$ cat src/rtl/instr_encoder_pkg.sv
// Shared constants and types for the RV32I instruction encoder.
// Opcodes, field formats and sequencing states.
package instr_encoder_pkg;

    localparam logic [6:0] OP_I_ALU = 7'b0010011;
    localparam logic [6:0] OP_LW    = 7'b0000011;
    localparam logic [6:0] OP_S     = 7'b0100011;
    localparam logic [6:0] OP_SB    = 7'b1100011;
    localparam logic [2:0] FUNCT3_W = 3'b010;

    typedef enum logic [1:0] {
        FMT_I_ALU = 2'd0,
        FMT_LW    = 2'd1,
        FMT_S     = 2'd2,
        FMT_SB    = 2'd3
    } fmt_e;

    typedef enum logic [1:0] {
        ST_IDLE = 2'd0,
        ST_RUN  = 2'd1,
        ST_DONE = 2'd2
    } state_e;

    // A 13-bit immediate fits the 12-bit signed field when its top two bits agree.
    function automatic logic fits_12(input logic [12:0] imm);
        return (imm[12] == imm[11]);
    endfunction

endpackage

$ cat src/rtl/instr_encoder_pack.sv
// Combinational field packer: decoded fields plus format in, 32-bit RV32I word
// and an immediate-range legality flag out.
module instr_pack
    import instr_encoder_pkg::*;
(
    input  logic [1:0]  fmt_i,
    input  logic [2:0]  funct3_i,
    input  logic [4:0]  rd_i,
    input  logic [4:0]  rs1_i,
    input  logic [4:0]  rs2_i,
    input  logic [12:0] imm_i,
    output logic [31:0] instr_o,
    output logic        legal_o
);

    // Field placement per format; SB immediates are byte offsets and must be even.
    always_comb begin
        instr_o = 32'h0000_0000;
        legal_o = 1'b0;
        case (fmt_i)
            FMT_I_ALU: begin
                instr_o = {imm_i[11:0], rs1_i, funct3_i, rd_i, OP_I_ALU};
                legal_o = fits_12(imm_i);
            end
            FMT_LW: begin
                instr_o = {imm_i[11:0], rs1_i, FUNCT3_W, rd_i, OP_LW};
                legal_o = fits_12(imm_i);
            end
            FMT_S: begin
                instr_o = {imm_i[11:5], rs2_i, rs1_i, FUNCT3_W, imm_i[4:0], OP_S};
                legal_o = fits_12(imm_i);
            end
            FMT_SB: begin
                instr_o = {imm_i[12], imm_i[10:5], rs2_i, rs1_i, funct3_i,
                           imm_i[4:1], imm_i[11], OP_SB};
                legal_o = (imm_i[0] == 1'b0);
            end
            default: begin
                instr_o = 32'h0000_0000;
                legal_o = 1'b0;
            end
        endcase
    end

endmodule

$ cat src/rtl/instr_encoder.sv
// Instruction encoder top: valid/ready stream of decoded fields in, addressed
// RV32I words out, with sticky error/overflow flags and RUN/DONE sequencing.
module instr_encoder
    import instr_encoder_pkg::*;
#(
    parameter int                ADDR_W    = 8,
    parameter logic [ADDR_W-1:0] BASE_ADDR = '0
) (
    input  logic              clk_i,
    input  logic              rst_n_i,
    input  logic              start_i,
    input  logic              in_valid_i,
    output logic              in_ready_o,
    input  logic [1:0]        fmt_i,
    input  logic [2:0]        funct3_i,
    input  logic [4:0]        rd_i,
    input  logic [4:0]        rs1_i,
    input  logic [4:0]        rs2_i,
    input  logic [12:0]       imm_i,
    input  logic              last_i,
    output logic              out_valid_o,
    input  logic              out_ready_i,
    output logic [31:0]       instr_o,
    output logic [ADDR_W-1:0] addr_o,
    output logic [ADDR_W-1:0] count_o,
    output logic              err_o,
    output logic              ovf_o,
    output logic              done_o
);

    state_e            state_r;
    state_e            state_nxt_s;
    logic              out_valid_r;
    logic [31:0]       instr_r;
    logic [ADDR_W-1:0] addr_r;
    logic [ADDR_W-1:0] next_addr_r;
    logic [ADDR_W-1:0] count_r;
    logic              err_r;
    logic              ovf_r;
    logic              last_pending_r;
    logic              out_last_r;

    logic [31:0]       packed_s;
    logic              legal_s;
    logic              in_ready_s;
    logic              accept_s;
    logic              out_hs_s;
    logic [ADDR_W-1:0] addr_inc_s;
    logic [ADDR_W-1:0] beat_addr_s;

    instr_pack u_pack (
        .fmt_i    (fmt_i),
        .funct3_i (funct3_i),
        .rd_i     (rd_i),
        .rs1_i    (rs1_i),
        .rs2_i    (rs2_i),
        .imm_i    (imm_i),
        .instr_o  (packed_s),
        .legal_o  (legal_s)
    );

    // start_i wins over both handshakes, so gate them here once.
    assign in_ready_s  = (state_r == ST_RUN) && (!out_valid_r || out_ready_i)
                         && !last_pending_r && !start_i;
    assign accept_s    = in_valid_i && in_ready_s;
    assign out_hs_s    = out_valid_r && out_ready_i && !start_i;
    assign addr_inc_s  = next_addr_r + ADDR_W'(1);
    // A beat accepted alongside the drain of the previous word takes the following address.
    assign beat_addr_s = out_hs_s ? addr_inc_s : next_addr_r;

    // Sequencing state register.
    always_ff @(posedge clk_i or negedge rst_n_i) begin
        if (!rst_n_i) begin
            state_r <= ST_IDLE;
        end else begin
            state_r <= state_nxt_s;
        end
    end

    // Next-state logic; an illegal last beat ends the program without emitting.
    always_comb begin
        state_nxt_s = state_r;
        case (state_r)
            ST_IDLE: begin
                if (start_i) state_nxt_s = ST_RUN;
                else         state_nxt_s = ST_IDLE;
            end
            ST_RUN: begin
                if (start_i)                                  state_nxt_s = ST_RUN;
                else if (out_hs_s && out_last_r)              state_nxt_s = ST_DONE;
                else if (accept_s && !legal_s && last_i)      state_nxt_s = ST_DONE;
                else                                          state_nxt_s = ST_RUN;
            end
            ST_DONE: begin
                if (start_i) state_nxt_s = ST_RUN;
                else         state_nxt_s = ST_DONE;
            end
            default: state_nxt_s = ST_IDLE;
        endcase
    end

    // Output word register, address/count tracking and sticky flags.
    always_ff @(posedge clk_i or negedge rst_n_i) begin
        if (!rst_n_i) begin
            out_valid_r    <= 1'b0;
            instr_r        <= 32'h0000_0000;
            addr_r         <= BASE_ADDR;
            next_addr_r    <= BASE_ADDR;
            count_r        <= '0;
            err_r          <= 1'b0;
            ovf_r          <= 1'b0;
            last_pending_r <= 1'b0;
            out_last_r     <= 1'b0;
        end else if (start_i) begin
            out_valid_r    <= 1'b0;
            addr_r         <= BASE_ADDR;
            next_addr_r    <= BASE_ADDR;
            count_r        <= '0;
            err_r          <= 1'b0;
            ovf_r          <= 1'b0;
            last_pending_r <= 1'b0;
            out_last_r     <= 1'b0;
        end else begin
            if (out_hs_s) begin
                out_valid_r    <= 1'b0;
                last_pending_r <= 1'b0;
                next_addr_r    <= addr_inc_s;
                count_r        <= count_r + ADDR_W'(1);
                if (next_addr_r == {ADDR_W{1'b1}}) ovf_r <= 1'b1;
            end
            if (accept_s && legal_s) begin
                out_valid_r    <= 1'b1;
                instr_r        <= packed_s;
                addr_r         <= beat_addr_s;
                out_last_r     <= last_i;
                last_pending_r <= last_i;
            end
            if (accept_s && !legal_s) err_r <= 1'b1;
        end
    end

    assign in_ready_o  = in_ready_s;
    assign out_valid_o = out_valid_r;
    assign instr_o     = instr_r;
    assign addr_o      = addr_r;
    assign count_o     = count_r;
    assign err_o       = err_r;
    assign ovf_o       = ovf_r;
    assign done_o      = (state_r == ST_DONE);

endmodule

$ cat config.mk
export PLATFORM = sky130hd
export DESIGN_NAME = instr_encoder
export DESIGN_NICKNAME = d
export VERILOG_FILES = /design/src/rtl/instr_encoder_pkg.sv /design/src/rtl/instr_encoder_pack.sv /design/src/rtl/instr_encoder.sv
export SDC_FILE = /design/constraint.sdc
export NUM_CORES = 1
export LEC_CHECK = 0
export ABC_AREA = 1
export ABC_CLOCK_PERIOD_IN_PS = 4250
export CAP_MARGIN = 20
export CORE_UTILIZATION = 45
export CTS_CLUSTER_DIAMETER = 50
export CTS_CLUSTER_SIZE = 14
export DETAILED_ROUTE_END_ITERATION = 8
export GPL_TIMING_DRIVEN = 0
export PLACE_DENSITY = 0.79
export SLEW_MARGIN = 20
export SYNTH_ARGS = -nofsm -noshare
export SYNTH_HDL_FRONTEND = slang
export SYNTH_SLANG_ARGS = --single-unit
$ cat constraint.sdc
create_clock -name clk_i -period 4.25 [get_ports clk_i]
set_clock_uncertainty 0.15 [all_clocks]
set_input_delay 0.85 -clock clk_i [delete_from_list [all_inputs] [get_ports clk_i]]
set_output_delay 0.85 -clock clk_i [all_outputs]
set_load 0.01 [all_outputs]
==> results.cfg, run 1 <==
[cts]
cts_sinks = 60
clock_latency_ns = 0.33
cts_made_buffers = 9
postCtsHoldBufs = 0
cts_resized = 0
cts_tree = built
cts-htree-levels = 3
cts_setup_buffers = 0
cts-root-buf = clkbuf_8
cts_max_path_buffers = 2
clk_pin_slew_ns = 0.07

[worst_setup_path]
cpLargestDelayFamily = buffers and inverters
crit_path_start = out_ready_i
path_cells = clkdlybuf4s50_1, inv_2, nand2_1, nand3_2, inv_2, clkdlybuf4s50_1
crit_path_start_kind = input pin
critPathSlowestCell = clkdlybuf4s50_1
cp_data_arrival_time_ns = 2.26
cp.required_ns = 3.25
reg2reg_from = out_valid_o
crit_path_max_fanout = 4
path_buf_inv = 4
cp_slowest_stage_delay_ns = 0.57
crit_type = input pin to output port
crit_path_end_kind = output port

[place]
dp_hpwl_mm = 4.73
place_area_um2 = 3780
io_buffers = 88
gp_congestion = 0.775

[floorplan]
die_area_um2 = 6490
rows = 28
die_x_um = 80.6
start_util_pct = 46.9
core_um2 = 5920
die_y_um = 80.6
top_level_ports = 92

[worst_hold_path]
min_path_type = input pin to async pin

[logic_synthesis]
ys_warn_count = 0
synth_cell_types = 29
synth_ff_type = dfrtp_1
syn_avg_cell_area_um2 = 8.00
ys_ff_latch = 60
netlist_area_um2 = 2780
synth_cells = 347
synth_edf_count = 0
synthArstFlopShare_pct = 100
ys_seq_area_share_pct = 54.1

[global_route]
grt_max_degree = 46
grt_overflow = 0
antenna_found_initial = 0
grt_pass1_vias = 2443
grt_pass1_wl_mm = 10.8
gr-usage-all-layers_pct = 21.9

[detailed_routing]
drtAntennaViolNets = 0
num_vias = 2550
drc_errors = 0
vias_per_cell = 4.84
wl_per_cell_um = 12.2
drtIter0Drc = 159
dr.pass1.iters = 4
routed_wirelength_mm = 6.44

[final_layout]
nets = 489
layout_common_cells = nand2_1, clkdlybuf4s50_1, dfrtp_1
final_common_cell = nand2_1
multi_input_area_um2 = 1080
stdcell_area_um2 = 3980
num_antenna_cells = 0
drive_gt1_share_pct = 9.07
fillers = 512
seq_area_um2 = 1500
area_growth_pct = 43.4

[power]
power.density_nw_per_um2 = 424
peakVddDrop_v = 0.000244
p_leak_uw = 0.00198

[sta]
max_freq_mhz = 307
hold_violations = 0
fin_crit_ns = 3.26
setup_viol = 0
fin_crit_sh_pct = 76.6
tns_ns = 0
rsz0062_at_grt = false
slew_violations = 0

[run]
maxCapViolCount = 0

[status]
status = complete, no violations
[cell usage after synthesis, types with 2 or more instances]
master | number | area, µm²
nor2_1 | 15 | 56.3
buf_2 | 3 | 15.0
clkbuf_1 | 3 | 11.3
buf_4 | 4 | 30.0
nand2_1 | 163 | 612
nand3_1 | 13 | 65.1
inv_1 | 26 | 97.6
buf_6 | 3 | 33.8
o22ai_1 | 2 | 12.5
inv_2 | 3 | 11.3
nor3_1 | 5 | 25.0
nand3_2 | 2 | 20.0
dfrtp_1 | 60 | 1500
o21ai_1 | 6 | 30.0
a21oi_1 | 7 | 35.0
nand4_1 | 2 | 12.5
nor2_2 | 7 | 43.8
o21ai_0 | 11 | 55.1
ha_1 | 2 | 25.0
[flip-flops by register name, summed over array words and instances, names as in the netlist]
signal,count
ovf_o,1
addr_o,8
next_addr_r,8
out_last_r,1
err_o,1
state_r,2
last_pending_r,1
out_valid_o,1
count_o,8
instr_o,29
[logic make-up (layout without fill, tap and decap cells)]
kind of cell             count (synthesis)  count (layout)  share of synthesized area (%)
other                                    1               2                          0.135
adder cells (fa/ha/maj)                  2               2                          0.901
buffers and inverters                   42             146                           7.17
XOR/XNOR                                 1               1                          0.316
AND/OR/NAND/NOR                        211             211                           31.1
AO/OA/AOI/OAI                           30              30                           6.26
flip-flops                              60              60                           54.1
[metrics by stage]
step,utilization (%),setup WS (ns),total power [µW],std cells,hold slack (ns)
2_1_floorplan,-,2.00,900,348,0.292
3_3_place_gp,63.4,0.292,1160,511,0.305
3_5_place_dp,63.8,0.995,1170,512,0.308
4_1_cts,67.3,0.990,1710,527,0.227
5_1_grt,67.3,0.913,1780,527,0.234
6_report,67.3,0.993,1690,527,0.231
[layer usage]
| layer | vias to the layer above | GRT usage [%] | part of all wire [%] |
|---|---|---|---|
| met5 | - | 0 | 0 |
| li1 | 1277 | - | - |
| met4 | 0 | 8.21 | 1.4 |
| met3 | 10 | 7.05 | 6.7 |
| met1 | 1185 | 26.6 | 44 |
| met2 | 78 | 35.9 | 48 |
[power breakdown]
group / leakage (µW) / switching [µW] / total (µW) / internal (µW)
registers: 0.000788 / 60.7 / 728 / 667
clock network: 0.000103 / 208 / 524 / 316
logic: 0.00109 / 193 / 439 / 246
total: 0.00198 / 461 / 1690 / 1230
[area by class of cell]
| type | instances | share of cell area [%] |
|---|---|---|
| tap | 75 | 2.36 |
| timing repair buffer | 89 | 22.7 |
| sequential | 60 | 37.7 |
| multi-input combinational | 246 | 27.1 |
| clock buffer | 14 | 4.34 |
| clock inverter | 1 | 0.754 |
| inverter | 29 | 2.73 |
| buffer | 13 | 2.26 |
[worst paths after layout]
kind                               end  slack (ns)  cells past startpoint
max in group asynchronous  instr_o[27]        3.23                      2
min                         count_o[1]        0.23                      1
min reg2reg                  addr_o[6]        0.32                      2
max                         in_ready_o        0.99                      6
min in group clk_i           addr_o[6]        0.32                      2
max reg2reg                instr_o[22]        2.63                      7
Power figures use the tool's default switching activity.
==> run 2: changes to the inputs <==
--- a/config.mk
+++ b/config.mk
@@ -6,7 +6,7 @@
 export NUM_CORES = 1
 export LEC_CHECK = 0
 export ABC_AREA = 1
-export ABC_CLOCK_PERIOD_IN_PS = 4250
+export ABC_CLOCK_PERIOD_IN_PS = 3240
 export CAP_MARGIN = 20
 export CORE_UTILIZATION = 45
 export CTS_CLUSTER_DIAMETER = 50
==> constraint.sdc (replaced) <==
create_clock -name clk_i -period 3.24 [get_ports clk_i]
set_clock_uncertainty 0.15 [all_clocks]
set_input_delay 0.648 -clock clk_i [delete_from_list [all_inputs] [get_ports clk_i]]
set_output_delay 0.648 -clock clk_i [all_outputs]
set_load 0.01 [all_outputs]
==> results of run 2 <==
The final DEF is identical to that of run 1. Status: complete, no violations.
Among the figures that moved: setup slack after placement 0.995 ns -> 0.389 ns; setup slack after layout 0.993 ns -> 0.387 ns; hold slack 0.231 ns -> 0.0286 ns; register-to-register setup slack 2.63 ns -> 1.62 ns; total power 1690 µW -> 2220 µW; worst IR drop on VDD 0.000244 V -> 0.000320 V
